<file path="config.mk">
export PLATFORM = sky130hd
export DESIGN_NAME = seq_divider
export DESIGN_NICKNAME = d
export VERILOG_FILES = /design/src/rtl/seq_divider_pkg.sv /design/src/rtl/seq_divider_div_step.sv /design/src/rtl/seq_divider.sv
export SDC_FILE = /design/constraint.sdc
export NUM_CORES = 1
export LEC_CHECK = 0
export CAP_MARGIN = 25
export CORE_MARGIN = 1.5
export CORE_UTILIZATION = 48
export CTS_CLUSTER_SIZE = 30
export DETAILED_ROUTE_END_ITERATION = 8
export GPL_TIMING_DRIVEN = 0
export HOLD_SLACK_MARGIN = 0.05
export PLACE_DENSITY = 0.78
export SETUP_SLACK_MARGIN = 0.1
export SYNTH_ARGS = -nofsm -noshare
export SYNTH_HDL_FRONTEND = slang
export SYNTH_SLANG_ARGS = --single-unit
</file>
<file path="constraint.sdc">
create_clock -name clk -period 6.7 [get_ports clk]
set_clock_uncertainty 0.2 [all_clocks]
set_input_delay 1.34 -clock clk [delete_from_list [all_inputs] [get_ports clk]]
set_output_delay 1.34 -clock clk [all_outputs]
set_load 0.005 [all_outputs]
</file>
<file path="src/rtl/seq_divider_pkg.sv">
// Shared arithmetic definitions for the sequential divider: FSM encoding and
// the defaults used by the divider datapath.
package seq_divider_pkg;

    localparam int DEFAULT_WIDTH = 16;

    // Wide enough to cover any WIDTH; callers truncate to their operand width.
    localparam logic [63:0] DIV0_QUOTIENT = '1;

    typedef enum logic [1:0] {
        IDLE = 2'd0,
        RUN  = 2'd1,
        FIN  = 2'd2
    } state_e;

endpackage

</file>
<file path="src/rtl/seq_divider_div_step.sv">
// One restoring-division iteration: shift in the next dividend bit and
// try to subtract the divisor with a generate/propagate carry-lookahead adder.
module div_step
    import seq_divider_pkg::*;
#(
    parameter int WIDTH = DEFAULT_WIDTH
) (
    input  logic [WIDTH-1:0] rem_i,
    input  logic             qMsb_i,
    input  logic [WIDTH-1:0] divisor_i,
    output logic [WIDTH-1:0] remNext_o,
    output logic             qBit_o
);

    logic [WIDTH-1:0] shifted;
    logic [WIDTH-1:0] invDivisor;
    logic [WIDTH-1:0] gen;
    logic [WIDTH-1:0] prop;
    logic [WIDTH-1:0] diff;
    logic [WIDTH:0]   carry;
    logic             noBorrow;

    // Subtract as shifted + ~divisor + 1; the extra top bit of the WIDTH+1
    // trial value is handled by folding it into the final carry-out.
    always_comb begin
        shifted    = {rem_i[WIDTH-2:0], qMsb_i};
        invDivisor = ~divisor_i;
        gen        = shifted & invDivisor;
        prop       = shifted ^ invDivisor;
        carry      = '0;
        carry[0]   = 1'b1;
        for (int i = 0; i < WIDTH; i++) begin
            carry[i+1] = gen[i] | (prop[i] & carry[i]);
        end
        diff      = prop ^ carry[WIDTH-1:0];
        noBorrow  = rem_i[WIDTH-1] | carry[WIDTH];
        remNext_o = noBorrow ? diff : shifted;
        qBit_o    = noBorrow;
    end

endmodule

</file>
<file path="src/rtl/seq_divider.sv">
// Sequential unsigned restoring divider with start/busy/done handshake,
// producing one quotient bit per clock.
module seq_divider
    import seq_divider_pkg::*;
#(
    parameter int WIDTH = DEFAULT_WIDTH,
    parameter int CNT_W = 5
) (
    input  logic             clk,
    input  logic             rst_n,
    input  logic             start_i,
    input  logic [WIDTH-1:0] dividend_i,
    input  logic [WIDTH-1:0] divisor_i,
    output logic             busy_o,
    output logic             done_o,
    output logic [WIDTH-1:0] quotient_o,
    output logic [WIDTH-1:0] remainder_o,
    output logic             div_by_zero_o
);

    state_e           state_q, state_d;
    logic [CNT_W-1:0] count_q, count_d;
    logic [WIDTH-1:0] rem_q, rem_d;
    logic [WIDTH-1:0] quo_q, quo_d;
    logic [WIDTH-1:0] dvsr_q, dvsr_d;
    logic             zero_q, zero_d;
    logic [WIDTH-1:0] quotient_q, quotient_d;
    logic [WIDTH-1:0] remainder_q, remainder_d;
    logic             dbz_q, dbz_d;
    logic             done_q, done_d;
    logic [WIDTH-1:0] stepRem;
    logic             stepQBit;

    // The partial remainder always stays below the divisor, so its extra
    // top bit is never set and only WIDTH bits are stored.
    div_step #(.WIDTH(WIDTH)) u_step (
        .rem_i     (rem_q),
        .qMsb_i    (quo_q[WIDTH-1]),
        .divisor_i (dvsr_q),
        .remNext_o (stepRem),
        .qBit_o    (stepQBit)
    );

    always_comb begin
        state_d     = state_q;
        count_d     = count_q;
        rem_d       = rem_q;
        quo_d       = quo_q;
        dvsr_d      = dvsr_q;
        zero_d      = zero_q;
        quotient_d  = quotient_q;
        remainder_d = remainder_q;
        dbz_d       = dbz_q;
        done_d      = 1'b0;
        case (state_q)
            IDLE: begin
                if (start_i) begin
                    dvsr_d  = divisor_i;
                    count_d = '0;
                    dbz_d   = 1'b0;
                    if (divisor_i == '0) begin
                        quo_d   = WIDTH'(DIV0_QUOTIENT);
                        rem_d   = dividend_i;
                        zero_d  = 1'b1;
                        state_d = FIN;
                    end else begin
                        quo_d   = dividend_i;
                        rem_d   = '0;
                        zero_d  = 1'b0;
                        state_d = RUN;
                    end
                end
            end
            RUN: begin
                rem_d   = stepRem;
                quo_d   = {quo_q[WIDTH-2:0], stepQBit};
                count_d = count_q + CNT_W'(1);
                if (count_q == CNT_W'(WIDTH - 1)) begin
                    state_d = FIN;
                end
            end
            FIN: begin
                quotient_d  = quo_q;
                remainder_d = rem_q;
                dbz_d       = zero_q;
                done_d      = 1'b1;
                state_d     = IDLE;
            end
            default: state_d = IDLE;
        endcase
    end

    always_ff @(posedge clk or negedge rst_n) begin
        if (!rst_n) begin
            state_q     <= IDLE;
            count_q     <= '0;
            rem_q       <= '0;
            quo_q       <= '0;
            dvsr_q      <= '0;
            zero_q      <= 1'b0;
            quotient_q  <= '0;
            remainder_q <= '0;
            dbz_q       <= 1'b0;
            done_q      <= 1'b0;
        end else begin
            state_q     <= state_d;
            count_q     <= count_d;
            rem_q       <= rem_d;
            quo_q       <= quo_d;
            dvsr_q      <= dvsr_d;
            zero_q      <= zero_d;
            quotient_q  <= quotient_d;
            remainder_q <= remainder_d;
            dbz_q       <= dbz_d;
            done_q      <= done_d;
        end
    end

    assign busy_o        = (state_q == RUN);
    assign done_o        = done_q;
    assign quotient_o    = quotient_q;
    assign remainder_o   = remainder_q;
    assign div_by_zero_o = dbz_q;

endmodule

</file>
# Word-level counts from Yosys, hierarchy flattened
# Cells that the tools add are included.
word_totals:
  wordCells: 77
  rom_bits: 0
  in_bits: 35
  ramBits: 0
  latchBits: 0
  out_inout_bits: 35
  register_bits: 90
  mem_count: 0
classes:
  eq_ne: 5
  magnitude_cmp: 0
  shifts: 0
  n_bitwise: 36
  n_addsub: 1
  mul: 0
  mux: 17
  n_reduce_logical: 8
  n_div: 0
op_table:
  columns: ["cell", "count"]
  rows:
  - ["two-way mux 16 bit", 5]
  - ["case mux 16 bit (2 select lines)", 2]
  - ["XOR 16 bit", 2]
  - ["bitwise OR 1 bit", 17]
  - ["AND 16 bit", 1]
  - ["zero test 16 bit", 1]
  - ["NOT 16 bit", 1]
  - ["AND 1 bit", 15]
  - ["case mux 5 bit (2 select lines)", 1]
  - ["AND reduction 2 bit", 4]
  - ["two-way mux 2 bit", 3]
  - ["adder 5 x 1 -> 5 bit (second input constant)", 1]
  - ["== test 5 x 4 -> 1 bit (second input constant)", 1]
  - ["two-way mux 5 bit", 1]
  - ["case mux 2 bit (2 select lines)", 1]
  - ["nonzero test 2 bit", 2]
  - ["two-way mux 1 bit", 3]
  - ["== test 2 x 1 -> 1 bit (second input constant)", 1]
  - ["== test 2 bit (second input constant)", 1]
  - ["zero test 2 bit", 1]
  - ["inequality test 2 x 1 -> 1 bit (second input constant)", 1]
  - ["inequality test 2 bit (second input constant)", 1]
  - ["case mux 1 bit (2 select lines)", 1]

# Depth between registers and ports, before layout
# Gate-level depths: netlist (run 1).
depth:
  ltp_word: 36
  mapped_depth: 22
  depth_no_buf: 21

# By module
# Synthesis (run 1) repeated with hierarchy kept, for this count alone.
unflattened:
  hier_cells: 407
  area_unflattened_um2: 4591.9
by_module_without_submodules:
  columns: ["mod", "cells_each", "n_inst", "area_per_inst_um2", "seq_area_each_um2"]
  rows:
  - ["seq_divider", 338, 1, 3980.1, 2252.2]
  - ["div_step", 69, 1, 611.8, 0.0]

# Least setup slack after synthesis (run 1)
# No wires, ideal clock.
synth_timing:
  path_type: "register -> register"
  startpoint: "reg quo_q[15]"
  endpoint: "reg rem_q[12]"
  period_less_slack_ns: 7.077
  setup_ns: 0.136
  arrival_ns: 6.741
  stages_incl_launch_ff: 23
  required_ns: 6.364
  path_slack_ns: -0.377
  n_path_buf: 1
  path_cell_list: "dfrtp_1 -> inv_1 -> ha_1 -> fa_1 -> fa_1 -> fa_1 -> fa_1 -> fa_1 -> fa_1 -> fa_1 -> fa_1 -> fa_1 -> fa_1 -> fa_1 -> fa_1 -> fa_1 -> fa_1 -> inv_1 -> fa_1 -> clkbuf_1 -> o21ai_0 -> a32oi_1 -> o21ai_0"
synth_via:
  elab_chain_len: 35
  word_cells_on_any_way: 37
  classes_between: "mux: 2; bitwise: 35"
synth_rtl:
  columns: ["element", "line_no", "text"]
  rows:
  - ["from (decl)", "seq_divider.sv:24", "logic [WIDTH-1:0] quo_q, quo_d;"]
  - ["from (signal assigned)", "seq_divider.sv:109", "quo_q <= quo_d;"]
  - ["AND 16 bit / XOR 16 bit (equally long branches)", "seq_divider_div_step.sv:28, seq_divider_div_step.sv:29", null]
  - ["bitwise OR 1 bit *", "seq_divider_div_step.sv:33", "carry[i+1] = gen[i] | (prop[i] & carry[i]);"]
  - ["AND 1 bit *", "seq_divider_div_step.sv:33", null]
  - ["bitwise OR 1 bit *", "seq_divider_div_step.sv:33", null]
  - ["AND 1 bit *", "seq_divider_div_step.sv:33", null]
  - ["bitwise OR 1 bit *", "seq_divider_div_step.sv:33", null]
  - ["AND 1 bit *", "seq_divider_div_step.sv:33", null]
  - ["bitwise OR 1 bit *", "seq_divider_div_step.sv:33", null]
  - ["[... 19 more ...]", null, null]
  - ["bitwise OR 1 bit", "seq_divider_div_step.sv:33", null]
  - ["AND 1 bit", "seq_divider_div_step.sv:33", null]
  - ["bitwise OR 1 bit", "seq_divider_div_step.sv:33", null]
  - ["AND 1 bit", "seq_divider_div_step.sv:33", null]
  - ["bitwise OR 1 bit", "seq_divider_div_step.sv:33", null]
  - ["bitwise OR 1 bit", "seq_divider_div_step.sv:36", "noBorrow = rem_i[WIDTH-1] | carry[WIDTH];"]
  - ["two-way mux 16 bit *", "seq_divider_div_step.sv:37", "remNext_o = noBorrow ? diff : shifted;"]
  - ["case mux 16 bit (2 select lines) *", "seq_divider.sv:55", "case (state_q)"]
  - ["to (signal assigned)", "seq_divider.sv:108", "rem_q <= rem_d;"]
  - ["to (decl)", "seq_divider.sv:23", "logic [WIDTH-1:0] rem_q, rem_d;"]
# Every way passes the cells marked *; elsewhere a longest branch is shown, timed or not.
# A chain may end at the register's enable or synchronous reset.

# Worst setup path after layout (run 1)
layout_timing:
  startpoint: "reg dvsr_q[0]"
  endpoint: "reg rem_q[15]"
layout_via:
  elab_chain_len: 36
  word_cells_on_any_way: 38
  classes_between: "mux: 2; bitwise: 36"
layout_rtl:
  columns: ["element", "line_no", "text"]
  rows:
  - ["from (decl)", "seq_divider.sv:25", "logic [WIDTH-1:0] dvsr_q, dvsr_d;"]
  - ["from (signal assigned)", "seq_divider.sv:110", "dvsr_q <= dvsr_d;"]
  - ["NOT 16 bit *", "seq_divider_div_step.sv:27", "invDivisor = ~divisor_i;"]
  - ["AND 16 bit / XOR 16 bit (equally long branches)", "seq_divider_div_step.sv:28, seq_divider_div_step.sv:29", null]
  - ["bitwise OR 1 bit *", "seq_divider_div_step.sv:33", null]
  - ["AND 1 bit *", "seq_divider_div_step.sv:33", null]
  - ["bitwise OR 1 bit *", "seq_divider_div_step.sv:33", null]
  - ["AND 1 bit *", "seq_divider_div_step.sv:33", null]
  - ["bitwise OR 1 bit *", "seq_divider_div_step.sv:33", null]
  - ["AND 1 bit *", "seq_divider_div_step.sv:33", null]
  - ["[... 20 more ...]", null, null]
  - ["bitwise OR 1 bit *", "seq_divider_div_step.sv:33", null]
  - ["AND 1 bit *", "seq_divider_div_step.sv:33", null]
  - ["bitwise OR 1 bit *", "seq_divider_div_step.sv:33", null]
  - ["AND 1 bit", "seq_divider_div_step.sv:33", null]
  - ["bitwise OR 1 bit", "seq_divider_div_step.sv:33", null]
  - ["bitwise OR 1 bit", "seq_divider_div_step.sv:36", null]
  - ["two-way mux 16 bit *", "seq_divider_div_step.sv:37", null]
  - ["case mux 16 bit (2 select lines) *", "seq_divider.sv:55", null]
# Marked as above.

==> results.py, run 1 <==
metrics = {
    "global_routing": {
        "grt_pass1_wl_um": 17900,
        "track_usage_pct": 24.1,
        "globalRouteMet3Util_pct": 5.40,
        "grtUsageMet2_pct": 39.5,
        "grt_pass1_vias": 3702,
        "grt_start_max_net_pins": 53,
        "antenna_found_initial": 0,
        "grt_most_used_layer": "met2",
        "grt-ovfl-total": 0,
        "grt.met1_usage_pct": 31.7,
    },
    "drt": {
        "detail_route.wl_per_cell_um": 17.5,
        "wl_um": 10800,
        "ant_nets": 0,
        "drt_iter0_drc": 231,
        "drcViolationCount": 0,
        "via_per_inst": 5.72,
        "vias": 3520,
        "dr.pass1.iters": 6,
    },
    "finish": {
        "multi_input_area_mm2": 0.00185,
        "layout-drive-gt1-share_pct": 14.8,
        "ff_latch_area_mm2": 0.00225,
        "n_fill_cell": 710,
        "n_antenna_cell": 0,
        "area_growth_pct": 27.3,
        "final_area_mm2": 0.00541,
        "nets": 555,
        "stdcell_count": 615,
        "fin_util_pct": 62.7,
    },
    "pwr": {
        "total_power_mw": 2.79,
        "power.density_mw_per_mm2": 515,
        "p_leak_nw": 2.28,
        "ir_drop_mv": 0.228,
    },
    "placement": {
        "dp_hpwl_um": 7590,
        "dp.cells": 594,
        "post-place-ws_ps": -327,
        "place_area_mm2": 0.00513,
        "io_buffers": 69,
        "routabilityCongestion": 0.850,
    },
    "floorplan": {
        "start_util_pct": 49.2,
        "core-area_mm2": 0.00864,
        "io_pins": 70,
        "die_area_mm2": 0.00943,
        "die_y_um": 97.1,
        "fp.dieW_um": 97.1,
        "rows": 34,
    },
    "clocking": {
        "clk_latency_ps": 350,
        "htreeDepth": 3,
        "clk_pin_slew_ps": 90,
        "cts_num_sinks": 90,
        "cts_max_path_buffers": 2,
        "cts_inserted_buffers": 9,
        "cts-hold-fix-buffers": 0,
        "cts_tree": "built",
        "cts_root_buf": "clkbuf_8",
    },
    "synth": {
        "yosysSeqAreaShare_pct": 53.0,
        "synth.net_count": 469,
        "yosys_register_bits": 90,
        "syn-cell-area_mm2": 0.00425,
        "synthDistinctLibCells": 36,
        "avgSynthCellArea_um2": 10.2,
        "yosysWarnings": 0,
        "postSynthCellCount": 416,
    },
    "sta": {
        "post-route-min-period_ps": 6720,
        "min_period_over_period_pct": 100,
        "setup_tns_ps": -15.1,
        "hold_violations": 0,
        "rsz0062_at_grt": "true",
        "max_freq_mhz": 149,
        "setup_violations": 1,
        "holdWs_ps": 283,
        "fin_ws_ps": -15.1,
        "slew_headroom_pct": 58.1,
        "tightest_slew_ps": 628,
        "slew_violations": 0,
    },
    "worst_setup_path": {
        "cp-start-kind": "flop",
        "crit_arrival_ps": 6740,
        "worstSetupPathType": "flop to flop",
        "end_kind": "flop",
        "cp.required_ps": 6720,
        "crit_fanout": 2,
    },
    "run_status": {
        "violations": "negative setup slack",
        "outcome": "complete, but fails checks",
    },
    "run": {
        "maxCapViolCount": 0,
    },
    "min_path": {
        "hp-class": "flop to flop",
    },
}
report_power, final:
part | internal [mW] | total, mW | switching [mW] | leakage, nW
registers | 0.788 | 0.966 | 0.178 | 1.13
clock network | 0.157 | 0.354 | 0.197 | 0.100
logic | 0.754 | 1.47 | 0.715 | 1.05
cell usage in the layout, fill, tap and decap left out, types with 9 or more instances in the layout:
| master | Yosys | routed |
|---|---|---|
| a21oi_1 | 17 | 17 |
| a32oi_1 | 15 | 15 |
| clkbuf_1 | 20 | 17 |
| clkbuf_8 | 0 | 13 |
| clkdlybuf4s50_1 | 0 | 68 |
| dfrtp_1 | 90 | 90 |
| fa_2 | 0 | 15 |
| inv_1 | 18 | 16 |
| mux2_2 | 9 | 9 |
| nand2_1 | 88 | 88 |
| nor3_1 | 16 | 16 |
| o21ai_0 | 51 | 36 |
| o21ai_1 | 1 | 12 |
| o22ai_1 | 16 | 16 |
| or3_1 | 15 | 15 |
Yosys cell counts (all sizes together):
cell | n | area, µm²
a21oi | 17 | 85.1
nand4 | 1 | 6.26
ha | 3 | 37.5
nand2b | 2 | 12.5
o22ai | 16 | 100
clkinv | 1 | 3.75
nor3b | 3 | 22.5
buf | 10 | 62.6
a32oi | 15 | 131
o211ai | 2 | 15.0
o21ai | 52 | 260
nor3 | 16 | 80.1
and3 | 1 | 6.26
and2 | 1 | 6.26
clkbuf | 20 | 75.1
inv | 19 | 71.3
o21ba | 1 | 10.0
fa | 15 | 300
nor4 | 4 | 25.0
or3 | 15 | 93.8
a21o | 1 | 7.51
nand2 | 88 | 330
mux2 | 15 | 191
o2bb2ai | 1 | 8.76
o31ai | 1 | 7.51
and3b | 1 | 8.76
o32ai | 1 | 8.76
nand3 | 1 | 5.00
dfrtp | 90 | 2250
or3b | 1 | 8.76
o21bai | 1 | 7.51
a22o | 1 | 8.76
routing by layer:
layer	up-vias	part of all wire (%)	routed length, µm
li1	1625	-	-
met1	1711	42	4500
met2	149	49	5240
met3	35	7.6	817
met4	0	1.9	205
met5	-	0	0
path summary, 6_finish.rpt:
path,start,endpoint,slack (ps),cells past startpoint
worst min register to register,remainder_o[0],remainder_o[0],280,2
max in group asynchronous,rst_n,dvsr_q[10],4910,2
worst max-delay path,dvsr_q[0],rem_q[15],-20,20
worst max register to register,dvsr_q[0],rem_q[15],-20,20
min in group asynchronous,rst_n,dvsr_q[3],750,1
worst min-delay path,remainder_o[0],remainder_o[0],280,2
kinds of logic (layout without fill, tap and decap cells):
kind of cell    after synthesis  count (layout)  synth area share, %
mux                          15              15                 4.50
simple gates                134             134                 14.2
buf+inv                      50             141                 5.00
flops                        90              90                 53.0
fa+ha+maj                    18              18                 7.95
compound gates              109             109                 15.3
worst max-delay path, cell delays in order (launching register included):
cell	delay, ps
dfrtp_1	420
ha_4	170
fa_2	330
fa_2	350
fa_2	340
fa_2	340
fa_2	350
fa_2	350
fa_2	350
fa_2	340
fa_2	340
fa_2	340
fa_2	350
fa_2	350
fa_2	350
fa_2	350
inv_2	80
fa_2	430
and3b_1	200
o21ai_2	140
o211ai_1	110
registers in the layout (all words and copies together) (netlist names):
register,flops
dvsr_q,16
quo_q,16
quotient_o,16
rem_q,16
remainder_o,16
count_q,5
state_q,2
div_by_zero_o,1
done_o,1
zero_q,1
final cells by class:
type	count	area share [%]
Buffer	30	2.94
Timing Repair Buffer	75	13.9
Sequential cell	90	41.6
Multi-Input combinational cell	276	34.2
Clock buffer	11	2.80
Clock inverter	5	0.670
Inverter	20	1.39
Tap cell	108	2.50
timing repair:
item | 4_1_cts | 5_1_grt
cloned | 1 | 0
resized for setup | 25 | 8
buffers inserted | 3 | 1
setup endpoints to repair | 17 | 17
pin swaps | 5 | 7
Power figures use the tool's default switching activity.
==> inputs of run 2 (changes only) <==
Settings changed: TNS_END_PERCENT set to 5.
==> run 2 against run 1 <==
The flow still finishes with violations (negative setup slack). First-iteration DRC count is 6.5% lower. Hold slack hardly changed. Combinational power hardly changed. Die area stayed put. Cell count is 0.49% lower. Non-clock buffer count is 3 lower. Power is 0.69% higher. Clock-buffer cell count stayed put. Setup slack better by 9.6 ps. Sequential share of layout area is 0.13 points higher. Wire length is 0.44% lower. Flip-flop and latch count stayed put. Critical path type unchanged. Largest cell class unchanged.
==> results.py, run 2 (synthesis results as in run 1) <==
metrics = {
    "run_status": {
        "outcome": "complete, but fails checks",
        "violations": "negative setup slack",
    },
    "sta": {
        "setup_tns_ps": -5.50,
        "rsz0062_at_grt": "true",
        "max_freq_mhz": 149,
        "holdWs_ps": 283,
        "fin_ws_ps": -5.50,
        "min_period_over_period_pct": 100,
        "post-route-min-period_ps": 6710,
        "slew_headroom_pct": 53.8,
        "hold_violations": 0,
        "setup_violations": 1,
        "slew_violations": 0,
        "tightest_slew_ps": 693,
    },
    "worst_setup_path": {
        "cp-start-kind": "flop",
        "cp.required_ps": 6720,
        "timing.critical_path.buf_inv": 1,
        "crit_arrival_ps": 6730,
        "worst-path-stages": 20,
        "crit_fanout": 2,
        "cp_top_family": "adder cells",
        "end_kind": "flop",
        "worstRegToRegCells": 20,
        "cpPeakStageDelay_ps": 430,
        "crit_top_cell": "fa_2",
        "worstSetupPathType": "flop to flop",
        "critPathSlowestCell": "fa_2",
        "crit_chain": "ha_4 -> fa_2 -> fa_2 -> fa_2 -> fa_2 -> fa_2 -> fa_2 -> fa_2 -> fa_2 -> fa_2 -> fa_2 -> fa_2 -> fa_2 -> fa_2 -> fa_2 -> inv_2 -> fa_2 -> and3b_1 -> o21ai_2 -> o211ai_1",
    },
    "clocking": {
        "clk_pin_slew_ps": 90,
        "clk_latency_ps": 360,
        "cts_root_buf": "clkbuf_8",
        "htreeDepth": 3,
        "cts_inserted_buffers": 9,
        "cts_num_sinks": 90,
        "cts_max_path_buffers": 2,
        "cts-hold-fix-buffers": 0,
        "cts_tree": "built",
    },
    "global_routing": {
        "track_usage_pct": 24.0,
        "grt_start_max_net_pins": 53,
        "grt-ovfl-total": 0,
        "grt_pass1_vias": 3752,
        "grt_pass1_wl_um": 18000,
        "antenna_found_initial": 0,
    },
    "drt": {
        "ant_nets": 0,
        "detail_route.wl_per_cell_um": 17.5,
        "dr.pass1.iters": 4,
        "drcViolationCount": 0,
        "via_per_inst": 5.74,
        "vias": 3510,
        "drt_iter0_drc": 216,
        "wl_um": 10700,
    },
    "floorplan": {
        "core-area_mm2": 0.00864,
        "rows": 34,
        "die_y_um": 97.1,
        "io_pins": 70,
        "die_area_mm2": 0.00943,
        "start_util_pct": 49.2,
        "fp.dieW_um": 97.1,
    },
    "finish": {
        "layout_common_cells": "dfrtp_1, nand2_1, clkdlybuf4s50_1",
        "final_area_mm2": 0.00540,
        "final_common_cell": "dfrtp_1",
        "area_growth_pct": 27.0,
        "layout-drive-gt1-share_pct": 14.5,
        "stdcell_count": 612,
        "n_antenna_cell": 0,
        "nets": 552,
        "n_fill_cell": 709,
    },
    "placement": {
        "io_buffers": 69,
        "place_area_mm2": 0.00513,
        "dp_hpwl_um": 7590,
        "dp.cells": 594,
        "routabilityCongestion": 0.850,
    },
    "pwr": {
        "clkPwrFrac_pct": 12.7,
        "ir_drop_mv": 0.229,
        "p_comb_share_pct": 52.9,
        "p_int_mw": 1.70,
        "pwr-share-seq_pct": 34.5,
        "switching_share_pct": 39.3,
        "power_switching_mw": 1.10,
        "total_power_mw": 2.81,
        "power.density_mw_per_mm2": 521,
        "p_leak_nw": 2.27,
    },
    "min_path": {
        "hp-class": "flop to flop",
        "hold_depth": 2,
    },
    "run": {
        "maxCapViolCount": 0,
    },
}
## run 2: cell count changes in the layout (fill, tap and decap cells not counted), sizes merged
cell	before	now
clkbuf	31	28
## run 2: power groups by stage
stage	Combinational (mW)	Clock [mW]	Sequential (mW)
2_1_floorplan	0.890	0	0.934
3_3_place_gp	1.26	0	0.960
3_5_place_dp	1.30	0	0.971
4_1_cts	1.45	0.356	0.964
5_1_grt	1.65	0.377	0.999
6_report	1.49	0.356	0.968
## run 2: final cells by class
cell class	count	area, µm²	share of cell area (%)
plain buffers	30	161	2.99
clock buffers	11	151	2.81
clock inverters	5	36.3	0.672
inverters	20	75.1	1.39
multi-input cells	276	1850	34.4
flip-flops and latches	90	2250	41.7
well taps	108	135	2.50
repair buffers	72	731	13.5
## run 2: worst paths after layout
| check | startpoint | endpoint | slack [ps] |
|---|---|---|---|
| worst max-delay path | dvsr_q[0] | rem_q[15] | -5 |
| worst min-delay path | remainder_o[0] | remainder_o[0] | 280 |
| worst max register to register | dvsr_q[0] | rem_q[15] | -5 |
| worst min register to register | remainder_o[0] | remainder_o[0] | 280 |
| max in group asynchronous | rst_n | dvsr_q[15] | 4920 |
| min in group asynchronous | rst_n | dvsr_q[3] | 760 |
## run 2: metal layers
metal	vias to the layer above	track usage, %	wire length (µm)
met1	1729	31.2	4450
met3	21	4.96	778
met2	143	39.6	5310
met4	0	9.59	173
li1	1617	-	-
met5	-	0	0
## run 2: through the flow
step | setup WS (ps) | utilization [%]
after floorplan | 114 | -
after global placement | -236 | 59.1
after detailed placement | -327 | 59.4
after CTS | 5.48 | 62.3
after global routing | -144 | 62.5
final | -5.50 | 62.5
## run 2: worst register-to-register path, stage by stage, from the launching register on
cell and delay (ps):
dfrtp_1 420, ha_4 170, fa_2 330, fa_2 350, fa_2 350, fa_2 340
fa_2 350, fa_2 350, fa_2 350, fa_2 340, fa_2 340, fa_2 340
fa_2 350, fa_2 350, fa_2 350, fa_2 350, inv_2 80, fa_2 430
and3b_1 200, o21ai_2 130, o211ai_1 110
## run 2: what timing repair did
item | 4_1_cts | 5_1_grt
hold endpoints to repair | 0 | 0
gates resized for setup | 41 | 11
endpoints found under the setup margin | 17 | 17
pin swaps | 20 | 13
buffers inserted | 2 | 0
